[src/rtl/ex_mem_branch_stage_pkg.sv]
// Shared definitions for the EX/MEM branch stage.
// Holds the funct3 branch encodings, the stage FSM state type and the
// control-bit bundle that travels with an instruction into MEM.
package ex_mem_branch_stage_pkg;

    localparam logic [2:0] F3Beq  = 3'b000;
    localparam logic [2:0] F3Bne  = 3'b001;
    localparam logic [2:0] F3Blt  = 3'b100;
    localparam logic [2:0] F3Bge  = 3'b101;
    localparam logic [2:0] F3Bltu = 3'b110;
    localparam logic [2:0] F3Bgeu = 3'b111;

    // StShadow marks the one EX slot that follows an issued redirect.
    typedef enum logic {StRun, StShadow} state_e;

    typedef struct packed {
        logic reg_write;
        logic mem_read;
        logic mem_write;
        logic mem_to_reg;
    } ctrl_t;

endpackage

[src/rtl/ex_mem_branch_stage_if.sv]
// Bundle of EX-side inputs and MEM/redirect-side outputs of the EX/MEM stage.
// slave  : used by the stage (consumes ex_*, mem_stall; drives mem_*, redirect, counter)
// master : used by the surrounding pipeline / testbench
interface ex_mem_branch_stage_if #(
    parameter int unsigned N     = 32,
    parameter int unsigned CNT_W = 16
);
    logic             ex_valid;
    logic [N-1:0]     ex_alu_y;
    logic             ex_zf;
    logic             ex_cf;
    logic             ex_vf;
    logic             ex_sf;
    logic             ex_branch;
    logic             ex_jump;
    logic [2:0]       ex_funct3;
    logic [N-1:0]     ex_target;
    logic [N-1:0]     ex_pc_plus4;
    logic [N-1:0]     ex_rs2_data;
    logic [4:0]       ex_rd;
    logic             ex_reg_write;
    logic             ex_mem_read;
    logic             ex_mem_write;
    logic             ex_mem_to_reg;
    logic             mem_stall;

    logic             mem_valid;
    logic [N-1:0]     mem_alu_y;
    logic [N-1:0]     mem_rs2_data;
    logic [4:0]       mem_rd;
    logic             mem_reg_write;
    logic             mem_mem_read;
    logic             mem_mem_write;
    logic             mem_mem_to_reg;
    logic             redirect_valid;
    logic [N-1:0]     redirect_pc;
    logic             misaligned_target;
    logic [CNT_W-1:0] taken_cnt;

    modport slave (
        input  ex_valid, ex_alu_y, ex_zf, ex_cf, ex_vf, ex_sf, ex_branch, ex_jump,
               ex_funct3, ex_target, ex_pc_plus4, ex_rs2_data, ex_rd, ex_reg_write,
               ex_mem_read, ex_mem_write, ex_mem_to_reg, mem_stall,
        output mem_valid, mem_alu_y, mem_rs2_data, mem_rd, mem_reg_write, mem_mem_read,
               mem_mem_write, mem_mem_to_reg, redirect_valid, redirect_pc,
               misaligned_target, taken_cnt
    );

    modport master (
        output ex_valid, ex_alu_y, ex_zf, ex_cf, ex_vf, ex_sf, ex_branch, ex_jump,
               ex_funct3, ex_target, ex_pc_plus4, ex_rs2_data, ex_rd, ex_reg_write,
               ex_mem_read, ex_mem_write, ex_mem_to_reg, mem_stall,
        input  mem_valid, mem_alu_y, mem_rs2_data, mem_rd, mem_reg_write, mem_mem_read,
               mem_mem_write, mem_mem_to_reg, redirect_valid, redirect_pc,
               misaligned_target, taken_cnt
    );

endinterface

[src/rtl/ex_mem_branch_stage_branch_cond.sv]
// Combinational branch condition from funct3 and subtract flags.
// funct3_i        : branch type
// zf_i/cf_i/vf_i/sf_i : flags of rs1 - rs2 (cf=1 means no borrow)
// cond_o          : condition true; reserved encodings 010/011 are never true
module ex_mem_branch_stage_branch_cond
    import ex_mem_branch_stage_pkg::*;
(
    input  logic [2:0] funct3_i,
    input  logic       zf_i,
    input  logic       cf_i,
    input  logic       vf_i,
    input  logic       sf_i,
    output logic       cond_o
);

    always_comb begin
        cond_o = 1'b0;
        case (funct3_i)
            F3Beq:   cond_o = zf_i;
            F3Bne:   cond_o = ~zf_i;
            F3Blt:   cond_o = sf_i ^ vf_i;
            F3Bge:   cond_o = ~(sf_i ^ vf_i);
            F3Bltu:  cond_o = ~cf_i;
            F3Bgeu:  cond_o = cf_i;
            default: cond_o = 1'b0;
        endcase
    end

endmodule

[src/rtl/ex_mem_branch_stage.sv]
// EX/MEM pipeline register with branch/jump resolution.
// clk, rst_n : clock and asynchronous active-low reset
// bus        : ex_* inputs and mem_stall in; registered mem_* outputs, one-cycle
//              PC redirect, misaligned-target flag and saturating taken counter out
module ex_mem_branch_stage
    import ex_mem_branch_stage_pkg::*;
#(
    parameter int unsigned N     = 32,
    parameter int unsigned CNT_W = 16
) (
    input  logic                  clk,
    input  logic                  rst_n,
    ex_mem_branch_stage_if.slave  bus
);

    state_e           state_q, state_d;
    logic             valid_q, valid_d;
    ctrl_t            ctrl_q, ctrl_d;
    logic [N-1:0]     alu_y_q, alu_y_d;
    logic [N-1:0]     rs2_q, rs2_d;
    logic [4:0]       rd_q, rd_d;
    logic             redir_v_q, redir_v_d;
    logic [N-1:0]     redir_pc_q, redir_pc_d;
    logic             misalign_q, misalign_d;
    logic [CNT_W-1:0] cnt_q, cnt_d;

    logic accept;
    logic live;
    logic cond;
    logic taken;

    ex_mem_branch_stage_branch_cond u_branch_cond (
        .funct3_i (bus.ex_funct3),
        .zf_i     (bus.ex_zf),
        .cf_i     (bus.ex_cf),
        .vf_i     (bus.ex_vf),
        .sf_i     (bus.ex_sf),
        .cond_o   (cond)
    );

    assign accept = ~bus.mem_stall;
    // The slot right after a redirect is wrong-path and never becomes live.
    assign live   = bus.ex_valid & (state_q == StRun);
    assign taken  = live & (bus.ex_jump | (bus.ex_branch & cond));

    always_comb begin
        state_d    = state_q;
        valid_d    = valid_q;
        ctrl_d     = ctrl_q;
        alu_y_d    = alu_y_q;
        rs2_d      = rs2_q;
        rd_d       = rd_q;
        redir_pc_d = redir_pc_q;
        misalign_d = misalign_q;
        cnt_d      = cnt_q;
        // Pulse lasts one cycle even if MEM stalls right after.
        redir_v_d  = accept & taken;

        if (accept) begin
            valid_d    = live;
            ctrl_d     = '0;
            if (live) begin
                ctrl_d = '{reg_write:  bus.ex_reg_write,
                           mem_read:   bus.ex_mem_read,
                           mem_write:  bus.ex_mem_write,
                           mem_to_reg: bus.ex_mem_to_reg};
            end
            alu_y_d    = bus.ex_jump ? bus.ex_pc_plus4 : bus.ex_alu_y;
            rs2_d      = bus.ex_rs2_data;
            rd_d       = bus.ex_rd;
            misalign_d = taken & (|bus.ex_target[1:0]);
            if (taken) begin
                redir_pc_d = bus.ex_target;
                if (cnt_q != '1) begin
                    cnt_d = cnt_q + 1'b1;
                end
            end
            unique case (state_q)
                StRun:    state_d = taken ? StShadow : StRun;
                StShadow: state_d = StRun;
                default:  state_d = StRun;
            endcase
        end
    end

    always_ff @(posedge clk or negedge rst_n) begin
        if (!rst_n) begin
            state_q    <= StRun;
            valid_q    <= 1'b0;
            ctrl_q     <= '0;
            alu_y_q    <= '0;
            rs2_q      <= '0;
            rd_q       <= '0;
            redir_v_q  <= 1'b0;
            redir_pc_q <= '0;
            misalign_q <= 1'b0;
            cnt_q      <= '0;
        end else begin
            state_q    <= state_d;
            valid_q    <= valid_d;
            ctrl_q     <= ctrl_d;
            alu_y_q    <= alu_y_d;
            rs2_q      <= rs2_d;
            rd_q       <= rd_d;
            redir_v_q  <= redir_v_d;
            redir_pc_q <= redir_pc_d;
            misalign_q <= misalign_d;
            cnt_q      <= cnt_d;
        end
    end

    assign bus.mem_valid         = valid_q;
    assign bus.mem_alu_y         = alu_y_q;
    assign bus.mem_rs2_data      = rs2_q;
    assign bus.mem_rd            = rd_q;
    assign bus.mem_reg_write     = ctrl_q.reg_write;
    assign bus.mem_mem_read      = ctrl_q.mem_read;
    assign bus.mem_mem_write     = ctrl_q.mem_write;
    assign bus.mem_mem_to_reg    = ctrl_q.mem_to_reg;
    assign bus.redirect_valid    = redir_v_q;
    assign bus.redirect_pc       = redir_pc_q;
    assign bus.misaligned_target = misalign_q;
    assign bus.taken_cnt         = cnt_q;

endmodule

[src/flat_wrapper.sv]
// flat-port wrapper written by rule: the top's interface ports become plain ports
module ex_mem_branch_stage_flat import ex_mem_branch_stage_pkg::*;
#(
    parameter int unsigned N     = 32,
    parameter int unsigned CNT_W = 16
)
  (clk, rst_n, bus_ex_valid, bus_ex_alu_y, bus_ex_zf, bus_ex_cf, bus_ex_vf, bus_ex_sf, bus_ex_branch, bus_ex_jump, bus_ex_funct3, bus_ex_target, bus_ex_pc_plus4, bus_ex_rs2_data, bus_ex_rd, bus_ex_reg_write, bus_ex_mem_read, bus_ex_mem_write, bus_ex_mem_to_reg, bus_mem_stall, bus_mem_valid, bus_mem_alu_y, bus_mem_rs2_data, bus_mem_rd, bus_mem_reg_write, bus_mem_mem_read, bus_mem_mem_write, bus_mem_mem_to_reg, bus_redirect_valid, bus_redirect_pc, bus_misaligned_target, bus_taken_cnt);
  ex_mem_branch_stage_if #(.N(N), .CNT_W(CNT_W)) bus_i ();
  input  logic clk;
  input  logic rst_n;
  input wire logic [$bits(bus_i.ex_valid)-1:0] bus_ex_valid;
  input wire logic [$bits(bus_i.ex_alu_y)-1:0] bus_ex_alu_y;
  input wire logic [$bits(bus_i.ex_zf)-1:0] bus_ex_zf;
  input wire logic [$bits(bus_i.ex_cf)-1:0] bus_ex_cf;
  input wire logic [$bits(bus_i.ex_vf)-1:0] bus_ex_vf;
  input wire logic [$bits(bus_i.ex_sf)-1:0] bus_ex_sf;
  input wire logic [$bits(bus_i.ex_branch)-1:0] bus_ex_branch;
  input wire logic [$bits(bus_i.ex_jump)-1:0] bus_ex_jump;
  input wire logic [$bits(bus_i.ex_funct3)-1:0] bus_ex_funct3;
  input wire logic [$bits(bus_i.ex_target)-1:0] bus_ex_target;
  input wire logic [$bits(bus_i.ex_pc_plus4)-1:0] bus_ex_pc_plus4;
  input wire logic [$bits(bus_i.ex_rs2_data)-1:0] bus_ex_rs2_data;
  input wire logic [$bits(bus_i.ex_rd)-1:0] bus_ex_rd;
  input wire logic [$bits(bus_i.ex_reg_write)-1:0] bus_ex_reg_write;
  input wire logic [$bits(bus_i.ex_mem_read)-1:0] bus_ex_mem_read;
  input wire logic [$bits(bus_i.ex_mem_write)-1:0] bus_ex_mem_write;
  input wire logic [$bits(bus_i.ex_mem_to_reg)-1:0] bus_ex_mem_to_reg;
  input wire logic [$bits(bus_i.mem_stall)-1:0] bus_mem_stall;
  output wire logic [$bits(bus_i.mem_valid)-1:0] bus_mem_valid;
  output wire logic [$bits(bus_i.mem_alu_y)-1:0] bus_mem_alu_y;
  output wire logic [$bits(bus_i.mem_rs2_data)-1:0] bus_mem_rs2_data;
  output wire logic [$bits(bus_i.mem_rd)-1:0] bus_mem_rd;
  output wire logic [$bits(bus_i.mem_reg_write)-1:0] bus_mem_reg_write;
  output wire logic [$bits(bus_i.mem_mem_read)-1:0] bus_mem_mem_read;
  output wire logic [$bits(bus_i.mem_mem_write)-1:0] bus_mem_mem_write;
  output wire logic [$bits(bus_i.mem_mem_to_reg)-1:0] bus_mem_mem_to_reg;
  output wire logic [$bits(bus_i.redirect_valid)-1:0] bus_redirect_valid;
  output wire logic [$bits(bus_i.redirect_pc)-1:0] bus_redirect_pc;
  output wire logic [$bits(bus_i.misaligned_target)-1:0] bus_misaligned_target;
  output wire logic [$bits(bus_i.taken_cnt)-1:0] bus_taken_cnt;
  assign bus_i.ex_valid = bus_ex_valid;
  assign bus_i.ex_alu_y = bus_ex_alu_y;
  assign bus_i.ex_zf = bus_ex_zf;
  assign bus_i.ex_cf = bus_ex_cf;
  assign bus_i.ex_vf = bus_ex_vf;
  assign bus_i.ex_sf = bus_ex_sf;
  assign bus_i.ex_branch = bus_ex_branch;
  assign bus_i.ex_jump = bus_ex_jump;
  assign bus_i.ex_funct3 = bus_ex_funct3;
  assign bus_i.ex_target = bus_ex_target;
  assign bus_i.ex_pc_plus4 = bus_ex_pc_plus4;
  assign bus_i.ex_rs2_data = bus_ex_rs2_data;
  assign bus_i.ex_rd = bus_ex_rd;
  assign bus_i.ex_reg_write = bus_ex_reg_write;
  assign bus_i.ex_mem_read = bus_ex_mem_read;
  assign bus_i.ex_mem_write = bus_ex_mem_write;
  assign bus_i.ex_mem_to_reg = bus_ex_mem_to_reg;
  assign bus_i.mem_stall = bus_mem_stall;
  assign bus_mem_valid = bus_i.mem_valid;
  assign bus_mem_alu_y = bus_i.mem_alu_y;
  assign bus_mem_rs2_data = bus_i.mem_rs2_data;
  assign bus_mem_rd = bus_i.mem_rd;
  assign bus_mem_reg_write = bus_i.mem_reg_write;
  assign bus_mem_mem_read = bus_i.mem_mem_read;
  assign bus_mem_mem_write = bus_i.mem_mem_write;
  assign bus_mem_mem_to_reg = bus_i.mem_mem_to_reg;
  assign bus_redirect_valid = bus_i.redirect_valid;
  assign bus_redirect_pc = bus_i.redirect_pc;
  assign bus_misaligned_target = bus_i.misaligned_target;
  assign bus_taken_cnt = bus_i.taken_cnt;
  ex_mem_branch_stage #(.N(N), .CNT_W(CNT_W)) u_core (.clk(clk), .rst_n(rst_n), .bus(bus_i));
endmodule
[config.mk]
export PLATFORM = sky130hd
export DESIGN_NAME = ex_mem_branch_stage_flat
export DESIGN_NICKNAME = d
export VERILOG_FILES = /design/src/rtl/ex_mem_branch_stage_pkg.sv /design/src/rtl/ex_mem_branch_stage_if.sv /design/src/rtl/ex_mem_branch_stage_branch_cond.sv /design/src/rtl/ex_mem_branch_stage.sv /design/src/flat_wrapper.sv
export SDC_FILE = /design/constraint.sdc
export NUM_CORES = 1
export LEC_CHECK = 0
export ABC_AREA = 1
export CORE_ASPECT_RATIO = 0.5
export CORE_MARGIN = 3
export CORE_UTILIZATION = 40
export DETAILED_ROUTE_END_ITERATION = 10
export PLACE_DENSITY = 0.84
export SLEW_MARGIN = 20
export SYNTH_ARGS = -nofsm -noshare
export SYNTH_HDL_FRONTEND = slang
export SYNTH_SLANG_ARGS = --single-unit
export TNS_END_PERCENT = 100
[constraint.sdc]
create_clock -name clk -period 2 [get_ports clk]
set_input_delay 0.4 -clock clk [delete_from_list [all_inputs] [get_ports clk]]
set_output_delay 0.4 -clock clk [all_outputs]
set_load 0.01 [all_outputs]
**Word-level counts from Yosys, hierarchy flattened**

Index checks and enable logic that the tools add are counted.

- Output and inout port bits: 124
- Bits in registers: 125
- Word-level logic and storage cells: 41

- Reductions and logical operators: 4
- Bitwise gates (word level): 12
- Multiplexer cells: 5
- $add $sub $neg: 1
- Equal/unequal tests: 6

Operators with widths:

| kind | count |
|---|---|
| 2-to-1 mux 32 bit | 1 |
| adder 16 x 1 -> 16 bit (second input constant) | 1 |
| inequality test 16 bit (second input constant) | 1 |
| equality test 3 bit (second input constant) | 4 |
| one-hot mux 1 bit (6 select lines) | 1 |
| bitwise AND 1 bit | 5 |
| NOT 1 bit | 5 |
| 2-to-1 mux 4 bit | 1 |
| equality test 3 x 1 -> 1 bit (second input constant) | 1 |
| logical NOT 3 bit | 1 |
| AND reduction 3 bit | 1 |
| one-hot mux 1 bit (2 select lines) | 1 |
| AND reduction 2 bit | 1 |
| OR reduction 2 bit | 1 |
| 2-to-1 mux 1 bit | 1 |
| OR 1 bit | 1 |
| XOR 1 bit | 1 |

**Depth between registers and ports, before layout**

- Depth after elaboration: 8
- Depth in mapped cells: 12
- Depth with buffers taken out: 11

**Hierarchy**

A second synthesis with hierarchy kept.

- Cell total of the unflattened synthesis: 665
- Area total of the unflattened synthesis: 5492.8 um2

By module, submodules not included:

| module | instances | seq. area each (um2) | cells an instance | area each (um2) |
|---|---|---|---|---|
| ex_mem_branch_stage | 1 | 3128.0 | 638 | 5381.4 |
| ex_mem_branch_stage_branch_cond | 1 | 0.0 | 27 | 111.4 |

**Worst setup path before layout**

OpenSTA, ideal clock, no wires.

- Path kind: flip-flop to flip-flop
- From: register u_core.cnt_q[0] (netlist: u_core.bus.taken_cnt[0])
- To: register u_core.cnt_q[5] (netlist: u_core.bus.taken_cnt[5])
- Clock period less this slack: 1.583 ns
- Data required time: 1.883 ns
- Data arrival time: 1.466 ns
- Library setup time: 0.117 ns
- Buffers on the path: 1
- Cell stages (with the launch flop): 10
- Setup slack: 0.417 ns
- Cells stage by stage: dfrtp_1 ha_1 nand3_2 nor2_4 nand2_4 nor2_4 nand2_4 buf_2 nand4_1 nand2_1

- Longest elaborated chain between the ends: 2

RTL lines:

| what | line | RTL |
|---|---|---|
| from (decl) | ex_mem_branch_stage.sv:25 | `logic [CNT_W-1:0] cnt_q, cnt_d;` |
| from (signal assigned) | ex_mem_branch_stage.sv:108 | `cnt_q <= cnt_d;` |
| parallel branches: the longest is 2 deep, another holds adder 16 x 1 -> 16 bit | -- |  |

Parallel ways; which one is timed is not known.
A chain may end at the register's enable or synchronous reset.

**Worst setup path after layout**

- From: register u_core.cnt_q[8] (netlist: u_core.bus.taken_cnt[8])
- To: output bus_taken_cnt[8]

RTL lines:

| what | line | RTL |
|---|---|---|
| to (decl) | flat_wrapper.sv:40 | `output wire logic [$bits(bus_i.taken_cnt)-1:0] bus_taken_cnt;` |

No word-level cell between the ends.

==> flow_summary.toml <==
[run_status]
status = "finished, violations left"
violations = "hold timing"

[setup_path]
end_kind = "output pin"
max_stage_delay_ns = 0.58
critPathLaunchType = "flop"
crit_required_ns = 1.60
cp_num_buf_inv = 1
path_cells = "clkdlybuf4s50_1"
critical_path_class = "reg2out"
worstPathMaxFanout = 6
arrival_ns = 1.45
critPathTopFamily = "buffers and inverters"
crit_slowest_cell = "clkdlybuf4s50_1"

[synthesis]
syn_area_per_cell_um2 = 8.40
synth_seq_area_share_pct = 57.8
netlist_area_mm2 = 0.00542
synth_cell_types = 28
yosys_warnings = 0
synth-seq-cells = 125
syn_nets = 796
synthCells = 645

[timing]
tightest_slew_ns = 0.572
maxSlewViolCount = 0
fmax_mhz = 541
finalSetupViolations = 0
maxSlewHeadroom_pct = 61.9
grt_setup_unrepaired = "no"
finalCritPeriodShare_pct = 92.4
final_hold_viol_count = 6
period_minus_slack_ns = 1.85
fin_worst_skew_ns = 0.0106
whs_ns = -0.00412

[detailed_routing]
drt_first_pass_iters = 5
wl_per_cell_um = 16.1
routed-via-count = 5409
drt_iter0_markers = 407
drtAntennaViolNets = 0
viasPerCell = 4.92
routed_wl_mm = 17.7
drc = 0

[floorplanning]
die-area_mm2 = 0.0151
ios = 274
placementRows = 29
die_h_um = 88.3
core_area_mm2 = 0.0130
start_util_pct = 41.8
die_w_um = 171

[clocking]
cts_tree = "done"
cts.sinks = 125
hold_buffers = 0
worstSkewPairLatency_ns = 0.40
h-tree-depth = 4
numCtsBuffers = 17
cts_resized = 0
post-cts-setup-buffer-count = 0
cts_buffer_depth = 2
cts_root_buffer = "clkbuf_16"
clkSlewWorstSetupHoldPaths_ns = 0.06

[global_routing]
overflow = 0
grt_pass1_vias = 5547
grt_max_degree = 45
grt_usage_pct = 22.9
grt_antenna_before_repair = 0
grt_pass1_wl_mm = 27.5

[flow_run]
cap_violations = 0

[power_and_ir_drop]
irDropWorstVdd_uv = 587
power_density_mw_per_mm2 = 883
p_total_uw = 7870
p_leak_uw = 0.00415

[finish]
mostFrequentLayoutCells = "nand2_1, clkdlybuf4s50_1, dfrtp_1, a21oi_1, nor2_1"
syn2layout_area_growth_pct = 64.6
nNetsFinal = 1070
diodes = 0
drive_gt1_share_pct = 6.77
fin_area_mm2 = 0.00891
final_common_cell = "nand2_1"

[placed_design]
placed_area_mm2 = 0.00835
dp_hpwl_mm = 13.0
numPortBuffers = 273
gp_congestion = 0.915

[min_path]
worst_hold_path_type = "in2async"
final cells by class:
type	count	area, um^2
clock buffers	18	439
clock inverters	12	124
fillers	1011	4040
inverters	17	63.8
multi-input cells	468	2070
flip-flops and latches	125	3130
well taps	170	213
repair buffers	290	2880
cells by family after synthesis:
family / count (synthesis) / share of synthesized area (%)
simple gates: 381 / 28.8
flops: 125 / 57.8
buf+inv: 52 / 4.07
fa+ha+maj: 1 / 0.231
xor+xnor: 12 / 1.94
compound gates: 74 / 7.21
through the flow:
step	instances	utilization, %	hold slack [ns]	setup slack, ns	setup TNS (ns)
4_1_cts	1100	68.8	0.0132	0.144	0
5_1_grt	1100	68.8	0.0276	0.0569	0
3_3_place_gp	1070	64.5	0.423	-0.0365	-1.01
6_report	1100	68.8	-0.00412	0.152	0
2_1_floorplan	645	-	0.104	0.417	0
3_5_place_dp	1070	64.5	0.431	-0.115	-2.45
power by group:
group          switching, uW  leakage, uW  internal, uW
Combinational            789      0.00235          1030
Clock                   1110     0.000269          1840
Sequential               231      0.00154          2860
worst paths after layout:
check	startpoint	endpoint	slack, ns	cells past startpoint
worst min register to register	u_core.bus.mem_rs2_data[25]	u_core.bus.mem_rs2_data[25]	0.48	2
worst max register to register	u_core.bus.taken_cnt[0]	u_core.bus.taken_cnt[6]	0.22	9
min in group clk	bus_mem_stall	u_core.bus.mem_rs2_data[4]	0.34	3
worst max-delay path	u_core.bus.taken_cnt[8]	bus_taken_cnt[8]	0.15	1
worst min-delay path	rst_n	u_core.bus.mem_alu_y[4]	-0.004	1
max in group asynchronous	rst_n	u_core.bus.taken_cnt[13]	1.38	2
routing by layer:
layer,GRT usage [%],up-vias,share of wire (%)
met5,0,-,0
met4,7.58,0,2.8
met3,4.82,41,4.8
met2,41.7,178,53
met1,27.7,2596,39
li1,-,2594,-
Yosys cell counts:
cell type  number  share of area [%]
a21boi_1        1               0.14
a21oi_1        65                6.0
a22o_1          4               0.65
buf_1           5               0.35
buf_2           8               0.74
buf_4           2               0.28
buf_6           1               0.21
clkbuf_1       19                1.3
dfrtp_1       125                 58
ha_1            1               0.23
inv_1          14               0.97
inv_2           3               0.21
nand2_1       298                 21
nand2_2         2               0.23
nand2_4         2               0.42
nand3_1        12                1.1
nand3_2         1               0.18
nand3_4         1               0.32
nand4_1        16                1.8
nor2_1         42                2.9
nor2_2          1               0.12
nor2_4          3               0.62
nor3_1          2               0.18
nor3_2          1               0.18
o21a_1          1               0.14
o21ai_0         3               0.28
xnor2_1         5               0.81
xor2_1          7                1.1
Note: power is estimated with default switching activity, not from simulation.
